`src/rtl/fixed_to_float.sv`:
```
// -----------------------------------------------------------------------------
// fixed_to_float
//
// Converts a signed two's-complement fixed-point value (default Q2.30) into an
// IEEE-754 single-precision word. One conversion is in flight at a time. The
// datapath takes the magnitude, normalises it, then rounds to nearest with
// ties to even.
//
// Optional build macro: FIXED_TO_FLOAT_BARREL_EN
//   undefined : NORM shifts left one bit per cycle (lz+1 cycles).
//   defined   : NORM finds the leading-zero count with a priority encoder and
//               barrel-shifts in a single cycle. out_data is bit-identical;
//               only the latency differs.
//
// Parameters
//   DATA_W : fixed-point width including sign bit (8..64)
//   FRAC_W : number of fractional bits (FRAC_W < DATA_W)
//
// Ports
//   clk       : clock, rising edge
//   rst_n     : asynchronous reset, active low
//   in_valid  : in_data is valid
//   in_ready  : block is idle and can accept input
//   in_data   : signed fixed-point input
//   out_valid : out_data holds a completed result
//   out_ready : consumer accepts out_data
//   out_data  : IEEE-754 single {sign, exp[7:0], man[22:0]}
// -----------------------------------------------------------------------------
module fixed_to_float #(
    parameter int DATA_W = 32,
    parameter int FRAC_W = 30
) (
    input  logic              clk,
    input  logic              rst_n,
    input  logic              in_valid,
    output logic              in_ready,
    input  logic [DATA_W-1:0] in_data,
    output logic              out_valid,
    input  logic              out_ready,
    output logic [31:0]       out_data
);

    typedef enum logic [2:0] {
        IDLE,
        ABS,
        NORM,
        ROUND,
        DONE
    } state_t;

    // Exponent of the MSB position of the raw input word before normalising.
    localparam logic signed [9:0] EXP_INIT = 10'(127 + DATA_W - 1 - FRAC_W);

    // Bits below the hidden one, padded with zeros so that 23 mantissa bits,
    // a guard bit and at least one sticky bit always exist.
    localparam int EXT_W = (DATA_W - 1 > 25) ? DATA_W - 1 : 25;

    state_t            state;
    state_t            state_next;

    logic [DATA_W-1:0] data_q;
    logic              sign_q;
    logic [DATA_W-1:0] mag_q;
    logic signed [9:0] exp_q;

    logic [DATA_W-1:0] mag_abs;
    logic [EXT_W-1:0]  ext;
    logic [22:0]       man_trunc;
    logic              guard;
    logic              sticky;
    logic              round_up;
    logic [23:0]       man_sum;
    logic [22:0]       man_rnd;
    logic [7:0]        exp_rnd;

`ifdef FIXED_TO_FLOAT_BARREL_EN
    localparam int LZ_W = $clog2(DATA_W);
    logic [LZ_W-1:0]   lz;

    // Scanning upward lets the highest set bit win. NORM is only entered with
    // a non-zero magnitude, so the all-zero case never matters.
    always_comb begin
        lz = '0;
        for (int i = 0; i < DATA_W; i++) begin
            if (mag_q[i]) begin
                lz = LZ_W'(DATA_W - 1 - i);
            end
        end
    end
`endif

    assign in_ready = (state == IDLE);

    // Two's-complement magnitude; the most negative input maps to
    // 2^(DATA_W-1), which still fits as an unsigned DATA_W-bit value.
    assign mag_abs = data_q[DATA_W-1] ? (~data_q + DATA_W'(1)) : data_q;

    // Rounding path: mag_q is normalised (MSB set) whenever ROUND uses it.
    always_comb begin
        ext = '0;
        ext[EXT_W-1 -: DATA_W-1] = mag_q[DATA_W-2:0];
    end

    assign man_trunc = ext[EXT_W-1 -: 23];
    assign guard     = ext[EXT_W-24];
    assign sticky    = |ext[EXT_W-25:0];
    assign round_up  = guard && (sticky || man_trunc[0]);
    assign man_sum   = {1'b0, man_trunc} + 24'(round_up);
    // A carry out of the mantissa leaves man_sum[22:0] all zero, which is
    // exactly the renormalised mantissa; only the exponent needs the bump.
    assign man_rnd   = man_sum[22:0];
    assign exp_rnd   = exp_q[7:0] + 8'(man_sum[23]);

    // -------------------------------------------------------------------------
    // State register
    // -------------------------------------------------------------------------
    // NOTE: clocked state uses non-blocking (<=) so every register samples the
    // pre-edge values of the others, independent of statement order.
    always_ff @(posedge clk or negedge rst_n) begin
        if (!rst_n) begin
            state <= IDLE;
        end else begin
            state <= state_next;
        end
    end

    // -------------------------------------------------------------------------
    // Next-state logic
    // -------------------------------------------------------------------------
    // NOTE: state_next gets a default before the case so no path leaves it
    // unassigned, which would otherwise infer a latch.
    always_comb begin
        state_next = state;
        case (state)
            IDLE:  if (in_valid) state_next = ABS;
            ABS:   state_next = (data_q == '0) ? DONE : NORM;
`ifdef FIXED_TO_FLOAT_BARREL_EN
            NORM:  state_next = ROUND;
`else
            NORM:  if (mag_q[DATA_W-1]) state_next = ROUND;
`endif
            ROUND: state_next = DONE;
            DONE:  if (out_ready) state_next = IDLE;
            default: state_next = IDLE;
        endcase
    end

    // -------------------------------------------------------------------------
    // Datapath
    // -------------------------------------------------------------------------
    // NOTE: every datapath register is cleared by rst_n so a conversion cut
    // short by reset leaves no partial result or stale valid behind.
    always_ff @(posedge clk or negedge rst_n) begin
        if (!rst_n) begin
            data_q    <= '0;
            sign_q    <= 1'b0;
            mag_q     <= '0;
            exp_q     <= '0;
            out_valid <= 1'b0;
            out_data  <= '0;
        end else begin
            case (state)
                IDLE: begin
                    if (in_valid) data_q <= in_data;
                end
                ABS: begin
                    sign_q <= data_q[DATA_W-1];
                    mag_q  <= mag_abs;
                    exp_q  <= EXP_INIT;
                    // Zero has no leading one; emit +0.0 directly.
                    if (data_q == '0) begin
                        out_data  <= 32'h0000_0000;
                        out_valid <= 1'b1;
                    end
                end
                NORM: begin
`ifdef FIXED_TO_FLOAT_BARREL_EN
                    mag_q <= mag_q << lz;
                    exp_q <= exp_q - 10'(lz);
`else
                    if (!mag_q[DATA_W-1]) begin
                        mag_q <= mag_q << 1;
                        exp_q <= exp_q - 10'sd1;
                    end
`endif
                end
                ROUND: begin
                    out_data  <= {sign_q, exp_rnd, man_rnd};
                    out_valid <= 1'b1;
                end
                DONE: begin
                    if (out_ready) out_valid <= 1'b0;
                end
                default: ;
            endcase
        end
    end

endmodule

```
`config.mk`:
```
export PLATFORM = sky130hd
export DESIGN_NAME = fixed_to_float
export DESIGN_NICKNAME = d
export VERILOG_FILES = /design/src/rtl/fixed_to_float.sv
export SDC_FILE = /design/constraint.sdc
export NUM_CORES = 1
export LEC_CHECK = 0
export CAP_MARGIN = 40
export CORE_MARGIN = 4
export CORE_UTILIZATION = 35
export DETAILED_ROUTE_END_ITERATION = 10
export PLACE_DENSITY = 0.63
export SLEW_MARGIN = 20
export SYNTH_ARGS = -nofsm -noshare
export SYNTH_HDL_FRONTEND = slang
export SYNTH_SLANG_ARGS = --single-unit
```
`constraint.sdc`:
```
create_clock -name clk -period 6.05 [get_ports clk]
set_input_delay 0.605 -clock clk [delete_from_list [all_inputs] [get_ports clk]]
set_output_delay 0.605 -clock clk [all_outputs]
set_load 0.01 [all_outputs]
```
Yosys cells after proc, flatten, opt, wreduce, memory -nomap -nowiden. Cells that the tools add are included.

$mul: 0. Mux-type cells: 15. Divide/modulo/power cells: 0. Reductions and logical operators: 13. Eq/ne operators: 9. Add/subtract/negate cells: 4. Shifts and indexed selects: 0. Bitwise logic cells: 1. $lt $le $gt $ge: 0.

Operator list (count): $pmux W32 S2 (2); $mux W32 (3); $add A32 B1 Y32 const B (1); $logic_not A32 Y1 (1); $not A32 Y32 (1); $add A23 B1 Y24 (1); $pmux W10 S2 (1); $pmux W3 S5 (1); $mux W3 (4); $mux W10 (1); $ne A2 B2 Y1 const B (5); $sub A10 B2 Y10 const B (1); $add A8 B1 Y8 (1); $reduce_or A7 Y1 (1); $eq A3 B2 Y1 const B (2); $reduce_and A2 Y1 (3); $reduce_and A3 Y1 (2); $reduce_bool A2 Y1 (2); $eq A3 B1 Y1 const B (1); $eq A3 B3 Y1 const B (1); $logic_not A3 Y1 (1); $pmux W1 S3 (1); $reduce_bool A3 Y1 (1); $mux W1 (2); other kinds (2) (2).

Word-level logic and storage cells: 50. Output and inout bits: 34. Memories kept: 0. Bits in writable memories: 0. Bits in latches: 0. Bits in read-only memories: 0. Register bits after elaboration: 111.

Logic depth before layout (Yosys ltp). Gate-level depths: netlist of the first run.

Depth after elaboration: 6. Gate-level depth with buffers: 11.

Worst setup path before layout of the first run. Ideal clock, no wire load.

Path kind: flip-flop to flip-flop. From: reg data_q[3]. To: reg mag_q[29]. Arrival time: 2.262 ns. Path slack: 3.654 ns. Required time: 5.916 ns. Stages on the path, launching flop included: 8. Path through: dfrtp_1 -> or4_1 -> buf_2 -> or4_4 -> buf_6 -> nor4_4 -> mux2i_1 -> o211ai_2.

Cells in the longest elaborated chain, start to end: 4.

Ends and longest elaborated chain: start: declaration (line 61) `logic [DATA_W-1:0] data_q;`; start signal: assignment (line 164) `if (in_valid) data_q <= in_data;`; $not A32 Y32 (line 96) `assign mag_abs = data_q[DATA_W-1] ? (~data_q + DATA_W'(1)) : data_q;`; $add A32 B1 Y32 (line 96); $mux W32 (line 96); $pmux W32 S2 (line 162) `case (state)`; end signal: assignment (line 168) `mag_q <= mag_abs;`; end signal: assignment (line 182) `mag_q <= mag_q << 1;`; end: declaration (line 63) `logic [DATA_W-1:0] mag_q;`.

No other way between the ends. A chain may end at the register's enable or synchronous reset.

Final worst setup path of the first run.
From: reg data_q[0]. To: reg out_data[6].

Cells in the longest elaborated chain, start to end: 3.

Ends and longest elaborated chain: $logic_not A32 Y1 (line 171) `if (data_q == '0) begin`; $ne A2 B2 Y1 (no source line); $reduce_and A2 Y1 (no source line); end signal: assignment (line 188) `out_data <= {sign_q, exp_rnd, man_rnd};`; end: declaration (line 40) `output logic [31:0] out_data`.

No other way between the ends.

==> summary.txt, run 1 <==
Global route
  • Gr usage total: 15.63%
  • Initial antenna violation count: 0
  • First-pass GRT wire length: 22670 um
  • Vias in the first global route: 4324
  • Total gr overflow: 0
  • Largest net degree at the start of global routing: 56

Die
  • Row cnt: 46
  • Die width: 135.2 um
  • Die area: 18290 sq um
  • Die height: 135.2 um
  • Io pins: 70
  • Initial cell density of the core: 35.66%
  • Core ar.: 15890 sq um

Clock tree
  • Post-CTS Setup Inserts: 0
  • Post-cts resize count: 0
  • Worst-path clk slew: 0.07 ns
  • Clk buf depth: 2
  • Clk Latency, worst-skew pair: 0.35 ns
  • Clock sink total: 109
  • H-tree depth: 3
  • CTS tree: built
  • CTS Buf Count: 9
  • Root Driver: clkbuf_16
  • # hold bufs at CTS: 0

Setup path
  • CP Cell Sequence: inv_1, ha_1, or3b_2, nor3_1, a41oi_1, nand2b_1, buf_6, a22o_1
  • R2R Setup Slk: 3.11 ns
  • Crit end category: flop
  • Critical path fanouts, max: 23
  • FF-to-FF Start: data_q[0]
  • Delay-heaviest family, CP: simple AND/OR/NAND/NOR gates
  • Crit path from: data_q[0]
  • Critical-path top delay cell: or3b_2
  • CP Buf/Inv Count: 2
  • Crit path arrival time: 3.18 ns
  • Stages on worst setup path: 8
  • Worst Setup Path Type: reg -> reg
  • Worst path required time: 6.29 ns
  • Reg-to-Reg End: out_data[6]
  • Startpoint Class: flop
  • CP peak stage delay: 0.50 ns
  • Cells on worst reg2reg path: 8
  • Worst setup endpoint: out_data[6]

Drt
  • Via count: 4373
  • Vias per std cell: 5.379
  • DR pass1 iterations: 5
  • Final WL: 13700 um
  • Drt wl/cell: 16.85 um
  • Initial drt markers: 341
  • DRC Markers: 0
  • ANT nets after route: 0

Power and ir drop
  • Sequential share of power: 42.5%
  • Leakage power figure: 2.707 nW
  • Logic pwr share: 41.0%
  • Overall power: 3.597 mW
  • Clock power frac: 16.6%
  • Peak supply drop: 0.0003085 V
  • Pwr per Cell Area: 525.4 nW/um^2
  • P_int: 2.155 mW
  • NetSw: 1.441 mW
  • Sw frac: 40.08%

Synth
  • Yosys warnings: 0
  • Synth area leader: dfrtp_1
  • EDFF count, synth: 0
  • Share of flip-flops with an asynchronous set or reset: 100.0%
  • Synth area leaders: dfrtp_1 48%, mux2_2 5.6%, xor2_1 4.2%, a22o_1 3.9%, xnor2_1 3.7%
  • Synthesized cell area: 5665 sq um
  • Share of the synthesized area in the top cell type: 48.14%
  • Mapped Nets: 585
  • Mapped Avg Cell Area: 10.41 sq um
  • Count leader, synth: dfrtp_1
  • Synth Register Bits: 109
  • Seq/Total Area, Yosys: 48.14%
  • Mapped Cells: 544
  • Post-synth top cells: 109 x dfrtp_1, 47 x nand2_1, 37 x o21ai_0
  • Post-synth cell types: 51
  • Main synth FF type: dfrtp_1

Placed design
  • HPWL Detailed: 9996 um
  • Dpl cells: 797
  • Gpl congestion: 0.8359
  • Place WS: 3.137 ns
  • Port bufs: 69

STA
  • Period utilization: 48.57%
  • Final Hold Slack: 0.2946 ns
  • Rel. slew slack: 40.76%
  • Slew @ Worst Pin: 0.8805 ns
  • Period minus WS final: 2.939 ns
  • Final hold violation count: 0
  • Fmax: 0.3403 GHz
  • RSZ-0062 raised after global routing: no
  • Final Setup Violations: 0
  • Clock Skew: 0.005496 ns
  • Final Worst Setup Slack: 3.111 ns
  • Setup TNS: 0 ns
  • Final Slew Violations: 0

Final layout
  • Final cell count without fillers: 813
  • NumNets Final: 633
  • Ant diodes: 0
  • Multi-input gate area: 2759 sq um
  • Seq. cell area: 2728 sq um
  • Layout cells sized above 1: 10.22%
  • Area growth, synth to finish: 20.83%
  • Fillers: 1553

Flow run
  • Max Cap Viol: 0

Hold path
  • Hold Path Class: in -> async

Status
  • Run status: finished, final reports clean
[state kept, by name, summed over array words and instances, names as in the netlist]
signal	count
data_q	32
exp_q	8
mag_q	32
out_data	32
out_valid	1
sign_q	1
state	3
[cell usage in the layout, fill, tap and decap left out, drive strengths merged, types with 3 or more instances in the layout]
cell,netlist,layout
a21oi,4,4
clkinv,0,3
a22oi,21,21
and2,5,5
and3,4,4
a22o,25,25
or3,7,7
nor3,16,16
clkbuf,30,11
nand3,13,13
clkdlybuf4s50,0,68
inv,9,9
nand4,6,6
mux2,28,28
or4,6,6
xor2,27,27
o41ai,7,7
ha,5,5
o31ai,4,4
nand2,47,47
dfrtp,109,109
o21ai,37,37
xnor2,24,24
nor2,29,29
nor4,11,11
nand2b,5,5
and4,4,4
o2bb2ai,3,3
mux2i,16,16
o211ai,12,12
buf,9,8
[area by class of cell]
| type | count | area share (%) |
|---|---|---|
| Multi-Input combinational cell | 387 | 40.30 |
| Clock inverter | 5 | 0.8774 |
| Tap cell | 216 | 3.948 |
| Timing Repair Buffer | 76 | 10.99 |
| Sequential cell | 109 | 39.85 |
| Clock buffer | 11 | 3.546 |
| Inverter | 9 | 0.4935 |
[power groups by stage]
stage               Combinational (mW)  Sequential [mW]  Clock (mW)
global route                      1.64             1.59       0.642
CTS                               1.49             1.52       0.614
finish                            1.47             1.53       0.596
floorplan                         1.07             1.36           0
global placement                  1.42             1.51           0
detailed placement                1.48             1.53           0
[layer usage]
metal  up-vias  wire [um]  global-route usage, %
met2       127       6180                  23.78
met1      2142       6565                  22.34
li1       2091          -                      -
met5         -          0                      0
met3        13        750                  3.640
met4         0        205                  4.535
[kinds of logic (layout without fill, tap and decap cells)]
group                      Yosys count  count (layout)  share of synthesized area [%]
AOI/OAI and AO/OA                  126             126                          15.92
xor gates and xnor gates            51              51                          7.884
adders and majority gates            5               5                          1.104
buffers and inverters               48             101                          3.357
DFF                                109             109                          48.14
muxes                               44              44                          8.392
and+or+nand+nor                    161             161                          15.19
[worst reg2reg max path: stages (launching register included)]
cell      delay, ns
dfrtp_1        0.37
inv_1          0.10
ha_1           0.19
or3b_2         0.50
nor3_1         0.34
a41oi_1        0.41
nand2b_1       0.42
buf_6          0.24
a22o_1         0.25
[how the worst min path moves through the flow]
stage                            start            to  depth (start not counted)
after floorplan                  rst_n     data_q[0]                          0
after global placement    out_data[31]  out_data[31]                          1
after detailed placement  out_data[30]  out_data[30]                          1
after CTS                        rst_n   out_data[5]                          1
after global routing             rst_n  out_data[11]                          1
final                            rst_n   out_data[5]                          1
[metrics by stage]
step	area (sq um)	util, %
3_3_place_gp	6516	41.02
3_5_place_dp	6543	41.19
2_1_floorplan	5665	-
5_1_grt	6845	43.09
6_report	6845	43.09
4_1_cts	6845	43.09
No activity file was read; power rests on OpenSTA's default activity.
==> run 2, diff against run 1 <==
==> constraint.sdc (replaced) <==
create_clock -name clk -period 2.9 [get_ports clk]
set_input_delay 0.29 -clock clk [delete_from_list [all_inputs] [get_ports clk]]
set_output_delay 0.29 -clock clk [all_outputs]
set_load 0.01 [all_outputs]
==> summary.txt, run 2 (synthesis gave the netlist of run 1 again) <==
Global route
  • First-pass GRT wire length: 22630 um
  • Initial antenna violation count: 0
  • Vias in the first global route: 4401
  • Total gr overflow: 0
  • Gr usage total: 15.42%
  • Largest net degree at the start of global routing: 60

Clock tree
  • Clk Latency, worst-skew pair: 0.35 ns
  • CTS tree: built
  • Worst-path clk slew: 0.07 ns
  • Post-CTS Setup Inserts: 0
  • Root Driver: clkbuf_16
  • Clock sink total: 109
  • CTS Buf Count: 9
  • Clk buf depth: 2
  • H-tree depth: 3
  • # hold bufs at CTS: 1
  • Post-cts resize count: 0

Hold path
  • Hold Path Class: reg -> reg

STA
  • Rel. slew slack: 54.44%
  • Slew @ Worst Pin: 0.6835 ns
  • RSZ-0062 raised after global routing: no
  • Final Slew Violations: 0
  • Setup TNS: 0 ns
  • Final hold violation count: 0
  • Period minus WS final: 2.554 ns
  • Clock Skew: 0.008055 ns
  • Period utilization: 88.08%
  • Final Setup Violations: 0
  • Fmax: 0.3915 GHz

Power and ir drop
  • Sw frac: 39.28%
  • Logic pwr share: 41.4%
  • NetSw: 3.031 mW
  • Pwr per Cell Area: 1110 nW/um^2
  • P_int: 4.685 mW
  • Sequential share of power: 40.5%
  • Peak supply drop: 0.0005886 V
  • Clock power frac: 18.2%
  • Leakage power figure: 2.768 nW

Final layout
  • Multi-input gate area: 2756 sq um
  • Seq. cell area: 2728 sq um
  • Area growth, synth to finish: 22.73%
  • NumNets Final: 641
  • Regs by FF count: data_q (32), mag_q (32), out_data (32)
  • Layout cells sized above 1: 11.09%
  • Fillers: 1543
  • Ant diodes: 0
  • Most frequent cells in the layout: 109 x dfrtp_1, 68 x clkdlybuf4s50_1, 47 x nand2_1
  • Final Util: 43.77%
  • Commonest non-fill, non-tap cell in the layout: dfrtp_1
  • Final cell count without fillers: 820

Setup path
  • Startpoint Class: flop
  • Crit path arrival time: 2.80 ns
  • R2R Setup Slk: 0.35 ns
  • Worst path required time: 3.14 ns
  • Worst Setup Path Type: reg -> reg
  • Critical path fanouts, max: 12
  • Crit end category: flop

Drt
  • DR pass1 iterations: 5
  • Initial drt markers: 340
  • Final WL: 13610 um
  • Drt wl/cell: 16.60 um
  • Via count: 4411
  • ANT nets after route: 0
  • Vias per std cell: 5.379
  • DRC Markers: 0

Die
  • Die height: 135.2 um
  • Initial cell density of the core: 35.66%
  • Die area: 18290 sq um
  • Core ar.: 15890 sq um
  • Row cnt: 46
  • Die width: 135.2 um
  • Io pins: 70

Placed design
  • HPWL Detailed: 10030 um
  • Port bufs: 69
  • Gpl congestion: 0.8525
  • Dpl cells: 804

Status
  • Run status: finished, final reports clean

Flow run
  • Max Cap Viol: 0
## run 2: worst paths after layout
| path | startpoint | endpoint | cells after the start |
|---|---|---|---|
| min in group asynchronous | rst_n | out_data[9] | 2 |
| max in group asynchronous | rst_n | out_data[29] | 3 |
| worst min-delay path | out_data[20] | out_data[20] | 1 |
| worst min register to register | out_data[20] | out_data[20] | 1 |
| worst max register to register | data_q[3] | mag_q[27] | 5 |
| worst max-delay path | data_q[3] | mag_q[27] | 5 |
## run 2: worst max-delay path, stage by stage, from the launching register on
cell and delay [ns]:
dfrtp_1 0.43, or4_1 0.65, or4_4 0.64, o31ai_1 0.33, mux2i_1 0.13, a221o_1 0.26
## run 2: routing by layer
layer	track usage [%]	wire length [um]	vias to the layer above
li1	-	-	2113
met1	21.69	6546	2165
met3	3.306	683	13
met4	4.815	189	0
met5	0	0	-
met2	23.92	6192	120
## run 2: area by class of cell
cell class                 instances  area share (%)
timing repair buffer              84           11.91
clock inverter                     6           1.602
sequential                       109           39.23
clock buffer                       9           3.239
inverter                           9          0.4859
tap                              216           3.887
multi-input combinational        387           39.64
## run 2: power by group through the flow
stage	registers [mW]	logic [mW]	clock network, mW
floorplan	2.84	2.22	0
global placement	3.10	3.11	0
detailed placement	3.14	3.20	0
CTS	3.11	3.21	1.43
global route	3.26	3.53	1.49
finish	3.12	3.19	1.40
## run 2: per-stage QoR
stage | setup WS (ns) | instance area [sq um] | power [mW] | hold slack [ns]
final | 0.3456 | 6953 | 7.716 | 0.4998
after global routing | 0.1084 | 6953 | 8.274 | 0.5175
after CTS | 0.3243 | 6953 | 7.755 | 0.4879
after detailed placement | 0.3361 | 6606 | 6.344 | 0.3758
after global placement | 0.3949 | 6606 | 6.206 | 0.3707
after floorplan | 0.5043 | 5665 | 5.065 | -0.005591
==> run 3, diff against run 2 <==
--- a/config.mk
+++ b/config.mk
@@ -9,7 +9,7 @@
 export CORE_MARGIN = 4
 export CORE_UTILIZATION = 35
 export DETAILED_ROUTE_END_ITERATION = 10
-export PLACE_DENSITY = 0.63
+export PLACE_DENSITY = 0.65
 export SLEW_MARGIN = 20
 export SYNTH_ARGS = -nofsm -noshare
 export SYNTH_HDL_FRONTEND = slang
==> constraint.sdc (replaced) <==
create_clock -name clk -period 2.3 [get_ports clk]
set_input_delay 0.23 -clock clk [delete_from_list [all_inputs] [get_ports clk]]
set_output_delay 0.23 -clock clk [all_outputs]
set_load 0.01 [all_outputs]
==> summary.txt, run 3 (synthesis gave the netlist of run 1 again) <==
Status
  • Run status: finished with violations
  • Failing checks: setup timing

Setup path
  • FF-to-FF Start: data_q[3]
  • Critical path fanouts, max: 8
  • Startpoint Class: flop
  • Worst Setup Path Type: reg -> reg
  • R2R Setup Slk: -0.05 ns
  • Worst path required time: 2.54 ns
  • Crit end category: flop
  • Reg-to-Reg End: mag_q[13]
  • Cells on worst reg2reg path: 6
  • Crit path arrival time: 2.59 ns

STA
  • Slew @ Worst Pin: 0.4044 ns
  • Rel. slew slack: 72.98%
  • Final Hold Slack: 0.2872 ns
  • Final hold violation count: 0
  • Fmax: 0.4252 GHz
  • Period minus WS final: 2.352 ns
  • Period utilization: 102.3%
  • RSZ-0062 raised after global routing: yes
  • Final Slew Violations: 0
  • Clock Skew: 0.01326 ns
  • Final Setup Violations: 4
  • Final Worst Setup Slack: -0.05197 ns

Global route
  • Busiest grt layer: met2
  • First-pass GRT wire length: 24740 um
  • Met2 global-route usage: 25.58%
  • Largest net degree at the start of global routing: 67
  • Gr usage total: 16.80%
  • Initial antenna violation count: 0
  • Vias in the first global route: 4766
  • Met1 Use GR: 24.03%
  • Total gr overflow: 0
  • GR Util met3: 4.012%

Final layout
  • NumNets Final: 709
  • Area growth, synth to finish: 34.32%
  • Final Util: 47.90%
  • Most frequent cells in the layout: 109 x dfrtp_1, 75 x buf_4, 68 x clkdlybuf4s50_1
  • Fillers: 1470
  • Layout cells sized above 1: 23.03%
  • Final cell count without fillers: 889
  • Regs by FF count: data_q (32), mag_q (32), out_data (32)
  • Commonest non-fill, non-tap cell in the layout: dfrtp_1
  • Ant diodes: 0

Drt
  • Drt wl/cell: 16.58 um
  • Initial drt markers: 283
  • Via count: 4669
  • DR pass1 iterations: 4
  • Vias per std cell: 5.252
  • ANT nets after route: 0
  • Final WL: 14740 um
  • DRC Markers: 0

Power and ir drop
  • Leakage power figure: 3.139 nW
  • Peak supply drop: 0.0006158 V
  • Pwr per Cell Area: 1358 nW/um^2

Die
  • Die width: 135.2 um
  • Row cnt: 46
  • Die area: 18290 sq um
  • Initial cell density of the core: 35.66%
  • Core ar.: 15890 sq um
  • Io pins: 70
  • Die height: 135.2 um

Clock tree
  • CTS tree: built
  • Clk Latency, worst-skew pair: 0.36 ns
  • H-tree depth: 3
  • Root Driver: clkbuf_16
  • Clock sink total: 109
  • Clk buf depth: 2
  • Worst-path clk slew: 0.08 ns
  • CTS Buf Count: 9

Placed design
  • Gpl congestion: 0.8720
  • Dpl cells: 868
  • HPWL Detailed: 11000 um
  • Port bufs: 69

Flow run
  • Max Cap Viol: 0

Hold path
  • Hold Path Class: in -> async
==> run 3: how the worst max path moves through the flow <==
stage,from,end
global route,data_q[3],mag_q[13]
global placement,data_q[1],out_data[8]
finish,data_q[3],mag_q[13]
detailed placement,data_q[6],mag_q[27]
CTS,data_q[0],mag_q[12]
floorplan,data_q[6],mag_q[23]
==> run 3: stage by stage <==
step	instance area, sq um	TNS [ns]	total power, mW	setup WS [ns]
finish	7610	-0.1260	10.33	-0.05197
global route	7610	-1.476	11.10	-0.1101
global placement	7112	-2.443	8.518	-0.09282
CTS	7457	-3.147	10.28	-0.1040
detailed placement	7112	-4.485	8.698	-0.1587
floorplan	5672	-0.04123	6.393	-0.01761
==> run 3: power breakdown <==
| group | internal, mW | switching (mW) | total [mW] | leakage (nW) |
|---|---|---|---|---|
| logic | 2.68 | 2.55 | 5.23 | 1.67 |
| clock network | 0.748 | 0.733 | 1.48 | 0.131 |
| registers | 2.79 | 0.823 | 3.62 | 1.34 |
==> run 3: metal layers <==
| metal | vias to the layer above | wire (um) |
|---|---|---|
| li1 | 2246 | - |
| met1 | 2280 | 6950 |
| met2 | 127 | 6741 |
| met3 | 16 | 808 |
| met4 | 0 | 238 |
| met5 | - | 0 |
==> run 3: what timing repair did <==
action,4_1_cts,5_1_grt
gates resized for setup,14,26
setup buffers,1,3
setup endpoints to repair,47,48
hold buffers,1,0
pin swaps,3,10
hold endpoints to repair,15,0
==> run 3: cell type report <==
class	instances	area (sq um)	share of cell area (%)
clock inverter	5	42.54	0.5590
clock buffer	11	232.7	3.058
timing repair buffer	152	1379	18.12
tap	216	270.3	3.551
sequential	109	2728	35.84
multi-input combinational	387	2924	38.42
inverter	9	33.78	0.4439
==> run 3: critical path, cell delays in order (launching register included) <==
cell and delay (ns):
dfrtp_1 0.39, or4_4 0.56, or4_4 0.61, buf_6 0.17, o31a_1 0.24, xnor2_1 0.17, o21ai_1 0.09
